### src/rtl/mipsmc_pkg.sv
// Shared encodings for the multicycle MIPS controller: FSM states, opcodes,
// funct codes, ALU control codes and the internal ALU-operation selector.
package mipsmc_pkg;

    typedef enum logic [4:0] {
        StFetch   = 5'd0,
        StDecode  = 5'd1,
        StMemAdr  = 5'd2,
        StMemRd   = 5'd3,
        StMemWb   = 5'd4,
        StMemWr   = 5'd5,
        StRtypeEx = 5'd6,
        StRtypeWb = 5'd7,
        StBeqEx   = 5'd8,
        StBneEx   = 5'd9,
        StImmEx   = 5'd10,
        StIwb     = 5'd11,
        StJEx     = 5'd12,
        StJalEx   = 5'd13,
        StTrap    = 5'd14
    } state_e;

    // Opcodes
    localparam logic [5:0] OpRtype = 6'b000000;
    localparam logic [5:0] OpLw    = 6'b100011;
    localparam logic [5:0] OpSw    = 6'b101011;
    localparam logic [5:0] OpBeq   = 6'b000100;
    localparam logic [5:0] OpBne   = 6'b000101;
    localparam logic [5:0] OpAddi  = 6'b001000;
    localparam logic [5:0] OpAndi  = 6'b001100;
    localparam logic [5:0] OpOri   = 6'b001101;
    localparam logic [5:0] OpJ     = 6'b000010;
    localparam logic [5:0] OpJal   = 6'b000011;

    // R-type funct codes
    localparam logic [5:0] FnAdd = 6'b100000;
    localparam logic [5:0] FnSub = 6'b100010;
    localparam logic [5:0] FnAnd = 6'b100100;
    localparam logic [5:0] FnOr  = 6'b100101;
    localparam logic [5:0] FnSlt = 6'b101010;

    // ALU control codes
    localparam logic [2:0] AluAnd = 3'b000;
    localparam logic [2:0] AluOr  = 3'b001;
    localparam logic [2:0] AluAdd = 3'b010;
    localparam logic [2:0] AluSub = 3'b110;
    localparam logic [2:0] AluSlt = 3'b111;

    // Operation requested by the FSM; AluOpFunct defers to the R-type funct field
    typedef enum logic [2:0] {
        AluOpNone,
        AluOpAdd,
        AluOpSub,
        AluOpAnd,
        AluOpOr,
        AluOpFunct
    } aluop_e;

    function automatic logic funct_ok(input logic [5:0] fn);
        return (fn == FnAdd) || (fn == FnSub) || (fn == FnAnd) || (fn == FnOr) || (fn == FnSlt);
    endfunction

endpackage

### src/rtl/mipsmc_aludec.sv
// Combinational ALU decoder: maps the FSM's requested operation (and the
// R-type funct field) to the 3-bit ALU control code.
module mipsmc_aludec
    import mipsmc_pkg::*;
(
    input  aluop_e     i_aluop,
    input  logic [5:0] i_funct,
    output logic [2:0] o_alucontrol
);

    // Operation decode; idle states drive an all-zero code
    always_comb begin
        o_alucontrol = 3'b000;
        case (i_aluop)
            AluOpAdd: o_alucontrol = AluAdd;
            AluOpSub: o_alucontrol = AluSub;
            AluOpAnd: o_alucontrol = AluAnd;
            AluOpOr:  o_alucontrol = AluOr;
            AluOpFunct: begin
                case (i_funct)
                    FnSub:   o_alucontrol = AluSub;
                    FnAnd:   o_alucontrol = AluAnd;
                    FnOr:    o_alucontrol = AluOr;
                    FnSlt:   o_alucontrol = AluSlt;
                    default: o_alucontrol = AluAdd;
                endcase
            end
            default: o_alucontrol = 3'b000;
        endcase
    end

endmodule

### src/rtl/mipsmc_ctrl.sv
// Multicycle MIPS control FSM with bounded memory waits and a sticky trap state.
module mipsmc_ctrl
    import mipsmc_pkg::*;
#(
    parameter int unsigned WAIT_MAX = 16,
    parameter bit          EXT_EN   = 1'b1
) (
    input  logic       i_clk,
    input  logic       i_reset,
    input  logic [5:0] i_op,
    input  logic [5:0] i_funct,
    input  logic       i_zero,
    input  logic       i_memready,
    output logic       o_memreq,
    output logic       o_pcen,
    output logic       o_irwrite,
    output logic       o_regwrite,
    output logic       o_memwrite,
    output logic       o_alusrca,
    output logic       o_iord,
    output logic       o_immzext,
    output logic [1:0] o_alusrcb,
    output logic [1:0] o_pcsrc,
    output logic [1:0] o_regdst,
    output logic [1:0] o_memtoreg,
    output logic [2:0] o_alucontrol,
    output logic       o_fault,
    output logic [4:0] o_state
);

    localparam int unsigned    WaitW    = $clog2(WAIT_MAX + 1);
    localparam logic [WaitW-1:0] WaitLast = WaitW'(WAIT_MAX - 1);

    state_e           r_state;
    logic [WaitW-1:0] r_wait;
    state_e           w_decode_next;
    aluop_e           w_aluop;
    logic             w_mem_state;
    logic             w_timeout;

    assign w_mem_state = (r_state == StFetch) || (r_state == StMemRd) || (r_state == StMemWr);
    // Success on the last allowed cycle wins, so timeout only fires with memready low
    assign w_timeout   = w_mem_state && !i_memready && (r_wait == WaitLast);

    // Opcode dispatch out of DECODE; extension opcodes trap when disabled
    always_comb begin
        w_decode_next = StTrap;
        case (i_op)
            OpLw, OpSw:    w_decode_next = StMemAdr;
            OpRtype:       w_decode_next = funct_ok(i_funct) ? StRtypeEx : StTrap;
            OpBeq:         w_decode_next = StBeqEx;
            OpBne:         w_decode_next = EXT_EN ? StBneEx : StTrap;
            OpAddi:        w_decode_next = StImmEx;
            OpAndi, OpOri: w_decode_next = EXT_EN ? StImmEx : StTrap;
            OpJ:           w_decode_next = StJEx;
            OpJal:         w_decode_next = EXT_EN ? StJalEx : StTrap;
            default:       w_decode_next = StTrap;
        endcase
    end

    // State register and memory-wait counter (counter is zero whenever a memory state is entered)
    always_ff @(posedge i_clk) begin
        if (i_reset) begin
            r_state <= StFetch;
            r_wait  <= '0;
        end else begin
            if (w_mem_state && !i_memready) r_wait <= r_wait + WaitW'(1);
            else                            r_wait <= '0;
            case (r_state)
                StFetch:   r_state <= i_memready ? StDecode : (w_timeout ? StTrap : StFetch);
                StDecode:  r_state <= w_decode_next;
                StMemAdr:  r_state <= (i_op == OpLw) ? StMemRd : StMemWr;
                StMemRd:   r_state <= i_memready ? StMemWb : (w_timeout ? StTrap : StMemRd);
                StMemWr:   r_state <= i_memready ? StFetch : (w_timeout ? StTrap : StMemWr);
                StRtypeEx: r_state <= StRtypeWb;
                StImmEx:   r_state <= StIwb;
                StMemWb, StRtypeWb, StBeqEx, StBneEx, StIwb, StJEx, StJalEx: r_state <= StFetch;
                StTrap:    r_state <= StTrap;
                default:   r_state <= StTrap;
            endcase
        end
    end

    // Moore outputs per state; FETCH and branch strobes follow memready/zero directly
    always_comb begin
        o_memreq   = 1'b0;
        o_pcen     = 1'b0;
        o_irwrite  = 1'b0;
        o_regwrite = 1'b0;
        o_memwrite = 1'b0;
        o_alusrca  = 1'b0;
        o_iord     = 1'b0;
        o_immzext  = 1'b0;
        o_alusrcb  = 2'b00;
        o_pcsrc    = 2'b00;
        o_regdst   = 2'b00;
        o_memtoreg = 2'b00;
        w_aluop    = AluOpNone;
        case (r_state)
            StFetch: begin
                o_memreq  = 1'b1;
                o_alusrcb = 2'b01;
                w_aluop   = AluOpAdd;
                o_irwrite = i_memready;
                o_pcen    = i_memready;
            end
            StDecode: begin
                o_alusrcb = 2'b11;
                w_aluop   = AluOpAdd;
            end
            StMemAdr: begin
                o_alusrca = 1'b1;
                o_alusrcb = 2'b10;
                w_aluop   = AluOpAdd;
            end
            StMemRd: begin
                o_memreq = 1'b1;
                o_iord   = 1'b1;
            end
            StMemWb: begin
                o_regwrite = 1'b1;
                o_memtoreg = 2'b01;
            end
            StMemWr: begin
                o_memreq   = 1'b1;
                o_memwrite = 1'b1;
                o_iord     = 1'b1;
            end
            StRtypeEx: begin
                o_alusrca = 1'b1;
                w_aluop   = AluOpFunct;
            end
            StRtypeWb: begin
                o_regwrite = 1'b1;
                o_regdst   = 2'b01;
            end
            StBeqEx, StBneEx: begin
                o_alusrca = 1'b1;
                w_aluop   = AluOpSub;
                o_pcsrc   = 2'b01;
                o_pcen    = (r_state == StBeqEx) ? i_zero : !i_zero;
            end
            StImmEx: begin
                o_alusrca = 1'b1;
                o_alusrcb = 2'b10;
                o_immzext = (i_op == OpAndi) || (i_op == OpOri);
                w_aluop   = (i_op == OpAndi) ? AluOpAnd : ((i_op == OpOri) ? AluOpOr : AluOpAdd);
            end
            StIwb: o_regwrite = 1'b1;
            StJEx, StJalEx: begin
                o_pcsrc = 2'b10;
                o_pcen  = 1'b1;
                if (r_state == StJalEx) begin
                    o_regwrite = 1'b1;
                    o_regdst   = 2'b10;
                    o_memtoreg = 2'b10;
                end
            end
            default: ;
        endcase
        // No strobe may escape while reset is held, even from a mid-access state
        if (i_reset) begin
            o_memreq   = 1'b0;
            o_pcen     = 1'b0;
            o_irwrite  = 1'b0;
            o_regwrite = 1'b0;
            o_memwrite = 1'b0;
        end
    end

    mipsmc_aludec u_aludec (
        .i_aluop      (w_aluop),
        .i_funct      (i_funct),
        .o_alucontrol (o_alucontrol)
    );

    assign o_fault = (r_state == StTrap);
    assign o_state = r_state;

endmodule

### config.mk
export PLATFORM = sky130hd
export DESIGN_NAME = mipsmc_ctrl
export DESIGN_NICKNAME = d
export VERILOG_FILES = /design/src/rtl/mipsmc_pkg.sv /design/src/rtl/mipsmc_aludec.sv /design/src/rtl/mipsmc_ctrl.sv
export SDC_FILE = /design/constraint.sdc
export NUM_CORES = 1
export LEC_CHECK = 0
export CORE_AREA = 2 2 55 57
export CTS_BUF_LIST = sky130_fd_sc_hd__clkbuf_4 sky130_fd_sc_hd__clkbuf_8 sky130_fd_sc_hd__clkbuf_16
export DETAILED_ROUTE_END_ITERATION = 16
export DIE_AREA = 0 0 57 59
export PLACE_DENSITY = 0.73
export REMOVE_ABC_BUFFERS = 1
export SLEW_MARGIN = 40
export SYNTH_ARGS = -nofsm -noshare
export SYNTH_HDL_FRONTEND = slang
export SYNTH_HIERARCHICAL = 1
export SYNTH_SLANG_ARGS = --single-unit
### constraint.sdc
create_clock -name i_clk -period 2.9 [get_ports i_clk]
set_input_delay 0.87 -clock i_clk [delete_from_list [all_inputs] [get_ports i_clk]]
set_output_delay 0.87 -clock i_clk [all_outputs]
set_load 0.02 [all_outputs]
==> results of run 1 <==
power by group through the flow:
stage,Sequential (mW),Combinational (mW),Clock [mW]
4_1_cts,0.196,1.08,0.106
6_report,0.200,1.11,0.105
3_5_place_dp,0.197,1.09,0
2_1_floorplan,0.284,0.456,0
5_1_grt,0.205,1.19,0.116
3_3_place_gp,0.195,1.07,0
registers in the layout, summed over array words and instances (netlist names):
register,cells
o_state,4
r_wait,5
cell families after synthesis:
group                      Yosys count
AOI/OAI and AO/OA                   36
xor gates and xnor gates             5
adders and majority gates            2
buffers and inverters               20
DFF                                  9
muxes                                1
other                                1
and+or+nand+nor                     73
layer usage:
layer,share of wire,vias up
li1,-,663
met1,0.40,625
met2,0.53,56
met3,0.054,8
met4,0.019,0
met5,0,-
worst paths after layout:
check,slack (ns),endpoint,startpoint
worst max-delay path,-0.26,o_alucontrol[2],i_op[5]
worst min-delay path,0.46,r_wait[0],r_wait[0]
worst max register to register,0.94,o_state[2],o_state[1]
worst min register to register,0.46,r_wait[0],r_wait[0]
timing repair:
item | 4_1_cts | 5_1_grt
setup buffers | 2 | 1
resized for setup | 62 | 22
endpoints found under the setup margin | 9 | 9
pin swaps | 10 | 9
stage by stage:
stage | area [um2] | setup WS [ns]
floorplan | 948 | -0.305
global placement | 1650 | -1.08
detailed placement | 1650 | -1.24
CTS | 1680 | -0.303
global route | 1730 | -0.319
finish | 1730 | -0.256
critical path, cell delays in order:
cell and delay (ns):
buf_8 0.10, nor3_4 0.20, nand3_2 0.12, or3_4 0.35
a21oi_4 0.17, inv_2 0.07, o31ai_2 0.24, buf_4 0.18
cell usage after synthesis, types with 3 or more instances:
| cell type | instances | share of area |
|---|---|---|
| o21ai_0 | 3 | 0.015 |
| buf_2 | 4 | 0.019 |
| nor2_1 | 21 | 0.076 |
| dfxtp_1 | 9 | 0.17 |
| nand2b_1 | 10 | 0.061 |
| nand4_1 | 3 | 0.018 |
| o31ai_1 | 3 | 0.022 |
| nor3_1 | 5 | 0.024 |
| nand3_1 | 5 | 0.024 |
| buf_4 | 4 | 0.029 |
| xnor2_1 | 3 | 0.025 |
| inv_1 | 8 | 0.029 |
| a21oi_1 | 10 | 0.049 |
| nand2_1 | 9 | 0.033 |
final cells by class:
type / count / area share
well taps: 31 / 0.0224
clock buffers: 4 / 0.0173
inverters: 8 / 0.0173
multi-input cells: 118 / 0.460
flip-flops and latches: 9 / 0.104
repair buffers: 76 / 0.379
==> impl_metrics.yaml, run 1 <==
run_status:
  status: "complete, but fails checks"
  violations: "setup timing"
global_route:
  grtUsageMet2: 0.402
  grt_antenna_before_repair: 0
  top_usage_layer: "met2"
  grt_overflow_total: 0
  grt_pass1_wl_um: 5750
  grt_use_met3: 0.0371
  grtUsageMet1: 0.249
  groute.usage.overall: 0.215
  grt_start_max_net_pins: 17
  grt_pass1_vias: 1278
floorplanning:
  start_util: 0.380
  die_h_um: 59
  io_pins: 41
  num_rows: 19
  core_area_um2: 2710
  dieArea_um2: 3360
  chipWidth_um: 57
sta:
  finalCriticalPeriod_ns: 3.16
  rsz0062_at_grt: "true"
  finalCritPeriodShare: 1.09
  hold_ws_ns: 0.457
  setup_viol_count_final: 3
  finalHoldViolCount: 0
  fmax_mhz: 317
  drv_slew: 0
  skew_ns: 0.00533
  tns_ns: -0.753
  setup_ws_ns: -0.256
place:
  dpl.cell_count: 239
  gp_congestion: 0.851
  portBuffers: 39
  place_hpwl_um: 2800
critical_path:
  start_kind: "input port"
  ff2ff_path_depth: 6
  arrival_ns: 2.29
  cp_max_fo: 3
  path_class: "in -> out"
  end_kind: "output pin"
  crit_required_ns: 2.03
finish:
  area_growth_pct: 68.2
  drive_above_1_share: 0.326
  nets: 234
  multiInputGateArea_um2: 798
  nFillCells: 243
  layout_commonest_cell: "buf_4"
  n_antenna_cell: 0
  fin_util: 0.640
  regArea_um2: 180
  final_cell_mix: "buf_4 (38), nor2_1 (21), clkdlybuf4s50_1 (19), nand2b_1 (10)"
  instances_no_fill: 246
synth:
  ys_types: 51
  async_flop_share: 0
  ys_seq_area_frac: 0.175
  synth-compound-area-share: 0.237
  synth_fa_ha_area_frac: 0.0243
  yosys_warnings: 6
  netlist_area_um2: 1030
  synth.area.mux_share: 0.00971
  synth-edff-count: 0
  syn_avg_cell_area_um2: 7.01
  synth_top_family_by_area: "simple AND/OR/NAND/NOR gates"
  yosys_most_used_dff: "dfxtp_1"
  synth-seq-cells: 9
  synth_cells: 147
  synth_xor_xnor_area_share: 0.0425
  synth-simple-area-share: 0.399
clocking:
  cts_buffer_depth: 2
  cts_hold_buf: 0
  htreeDepth: 1
  cts_inserted_buffers: 3
  cts_root_buffer: "clkbuf_4"
  cts_sinks: 9
  insertion_delay_ns: 0.25
  clkTransAtPathRegs_ns: 0.06
  cts_tree: "built"
pwr:
  power_density_nw_per_um2: 814
  internal_power_mw: 0.737
  power_mw: 1.41
  seq_power_share: 0.142
  pwr-share-clk: 0.074
  leakagePower_nw: 0.773
  vdd_ir_drop_max_v: 0.000673
  p_switching_mw: 0.674
  comb_power_share: 0.784
  sw_frac_of_total: 0.478
route:
  ant_nets: 0
  wl_per_cell_um: 14.4
  drc: 0
  first_pass_iters: 4
  vias: 1352
  drt_wl_total_um: 3550
  first_iter_violations: 43
  via_per_inst: 5.50
job:
  drv_cap: 0
worst_hold_path:
  hold_class: "reg -> reg"
  holdPathStages: 1
Note: power is estimated with default switching activity, not from simulation.
==> run 2: changes to the inputs <==
Settings changed: CORE_AREA 2 2 55 57 to 2 2 53 55, DIE_AREA 0 0 57 59 to 0 0 55 57, SETUP_SLACK_MARGIN set to 0.02, SYNTH_HIERARCHICAL 1 to not set.
Clock period 2.9 ns to 3.5 ns, I/O delays scaled along.
==> run 2 against run 1 <==
Effect of this change:
- the run now ends clean
- wire length fell by 3.7%
- clock skew down 0.0036 ns
- clock power down 19%
- clock-buffer cell count did not move
- first-iteration DRC count grew 16%
- via count decreased by 5.6%
- total power is 56% lower
- core utilization decreased by 4.7 points
- area after synthesis fell by 5.2%
- highest routed layer unchanged
==> impl_metrics.yaml, run 2 <==
run_status:
  status: "completed"
critical_path:
  start_kind: "input port"
  cp_max_fo: 2
  reg2reg_from: "o_state[0]"
  arrival_ns: 2.38
  r2r-end: "o_state[3]"
  ff2ff_path_depth: 5
  path_class: "in -> out"
  crit_required_ns: 2.45
  rrSetupSlack_ns: 1.62
  end_kind: "output pin"
worst_hold_path:
  hold_class: "reg -> reg"
  hold_start: "r_wait[0]"
  min_to: "r_wait[0]"
  holdPathStages: 1
sta:
  setup_viol_count_final: 0
  rsz0062_at_grt: "false"
  relSlewSlack: 0.556
  fmax_mhz: 291
  finalCriticalPeriod_ns: 3.43
  drv_slew: 0
  finalHoldViolCount: 0
  timing_worst_slew_pin_value_ns: 0.665
  setup_ws_ns: 0.0675
  finalCritPeriodShare: 0.981
  skew_ns: 0.00169
synth:
  ys_types: 42
  synth_top_cells_by_area: "dfxtp_1 (18%), nor2_1 (7.3%), nand2b_1 (5.8%)"
  synth_commonest_cells: "nor2_1 (19), nor3_1 (10), dfxtp_1 (9), nand2b_1 (9), o21ai_0 (8)"
  syn_avg_cell_area_um2: 6.98
  yosys_most_used_dff: "dfxtp_1"
  synth.largest_area_cell: "dfxtp_1"
  synth-seq-cells: 9
  synth_cells: 140
  yosysMostFrequentCell: "nor2_1"
  async_flop_share: 0
  synth-edff-count: 0
  netlist_area_um2: 977
  ys_seq_area_frac: 0.184
  yosys_warnings: 0
  synth.top_cell.area_share: 0.184
global_route:
  grt_antenna_before_repair: 0
  grt_pass1_wl_um: 5430
  groute.usage.overall: 0.230
  grt_pass1_vias: 1240
  grt_overflow_total: 0
  grt_start_max_net_pins: 17
route:
  wl_per_cell_um: 15.1
  via_per_inst: 5.65
  first_pass_iters: 4
  vias: 1276
  drt_wl_total_um: 3420
  drc: 0
  ant_nets: 0
  first_iter_violations: 50
floorplanning:
  io_pins: 41
  die_h_um: 57
  chipWidth_um: 55
  start_util: 0.374
  dieArea_um2: 3140
  core_area_um2: 2620
  num_rows: 19
place:
  place_ws_ns: -0.710
  place_area_um2: 1500
  gp_congestion: 0.871
  place_hpwl_um: 2570
  portBuffers: 39
clocking:
  insertion_delay_ns: 0.25
  cts_sinks: 9
  cts_buffer_depth: 2
  cts_root_buffer: "clkbuf_4"
  cts_inserted_buffers: 3
  cts_tree: "built"
  clkTransAtPathRegs_ns: 0.06
  htreeDepth: 1
finish:
  largest_register: "r_wait"
  nFillCells: 256
  n_antenna_cell: 0
  regArea_um2: 180
  final_cell_mix: "buf_4 (23), clkdlybuf4s50_1 (22), nor2_1 (19), nor3_1 (9), dfxtp_1 (9)"
  multiInputGateArea_um2: 748
  design_area_um2: 1550
  drive_above_1_share: 0.231
  layout_commonest_cell: "buf_4"
  area_growth_pct: 58.8
  nets: 214
  fin_util: 0.593
  largest_reg_flops: 5
pwr:
  vdd_ir_drop_max_v: 0.000251
  leakagePower_nw: 0.675
  power_density_nw_per_um2: 398
job:
  drv_cap: 0
==> run 2: changes by cell type after synthesis, moves of 3 or more <==
cell	previous run	this run
a21oi_1	10	6
o21ai_0	3	8
nor2b_1	1	4
a31oi_1	2	5
and3_1	1	4
nor3_1	5	10
nand2_1	9	4
==> run 2: area by class of cell <==
cell class	count	share of cell area
Timing Repair Buffer	61	0.343
Multi-Input combinational cell	115	0.482
Tap cell	31	0.0250
Inverter	6	0.0145
Sequential cell	9	0.116
Clock buffer	4	0.0194
==> run 2: timing repair <==
item | in CTS | in global routing
resized for setup | 35 | 19
pin swaps | 2 | 8
hold endpoints to repair | 0 | 0
setup buffers | 0 | 1
setup endpoints to repair | 8 | 7
gates cloned | 0 | 0
hold buffers | 0 | 0
==> run 2: cell families (layout without fill, tap and decap cells) <==
logic type / Yosys count / in the layout / share of synthesized area
AOI/OAI and AO/OA: 33 / 33 / 0.220
xor gates and xnor gates: 5 / 5 / 0.0448
adders and majority gates: 2 / 2 / 0.0256
buffers and inverters: 16 / 71 / 0.0871
DFF: 9 / 9 / 0.184
muxes: 2 / 2 / 0.0205
other: 1 / 1 / 0.00384
and+or+nand+nor: 72 / 72 / 0.414
==> run 2: through the flow <==
stage | setup TNS, ns | instances | power, mW | hold WS (ns)
after floorplan | 0 | 130 | 0.350 | 0.418
after global placement | -2.41 | 221 | 0.526 | 0.430
after detailed placement | -2.60 | 221 | 0.533 | 0.444
after CTS | -0.172 | 225 | 0.618 | 0.457
after global routing | 0 | 226 | 0.659 | 0.478
final | 0 | 226 | 0.617 | 0.451
==> run 2: worst max-delay path by stage <==
stage / slack, ns / to / cells past startpoint / start
floorplan: 0.28 / o_alucontrol[0] / 4 / i_funct[0]
global placement: -0.62 / o_alucontrol[0] / 6 / i_funct[2]
detailed placement: -0.71 / o_alucontrol[0] / 6 / i_funct[2]
CTS: -0.17 / o_alucontrol[0] / 6 / i_funct[0]
global route: 0.03 / o_alucontrol[1] / 6 / i_funct[4]
finish: 0.07 / o_alucontrol[1] / 6 / i_funct[4]
==> run 2: critical path: stages <==
cell	delay, ns
clkdlybuf4s50_1	0.41
nand2b_4	0.15
o41ai_2	0.22
a211oi_1	0.12
a211o_1	0.28
buf_4	0.16
==> run 2: power by group <==
group / leakage (nW) / switching (mW) / internal (mW)
Combinational: 0.583 / 0.208 / 0.174
Sequential: 0.0733 / 0.0358 / 0.115
Clock: 0.0184 / 0.0331 / 0.0515
Total: 0.675 / 0.277 / 0.341
==> run 2: metal layers <==
| metal | vias to the layer above | share of wire | track usage |
|---|---|---|---|
| met5 | - | 0 | 0 |
| met4 | 0 | 0.020 | 0.0801 |
| met3 | 8 | 0.063 | 0.0393 |
| met2 | 56 | 0.49 | 0.379 |
| met1 | 592 | 0.43 | 0.295 |
| li1 | 620 | - | - |
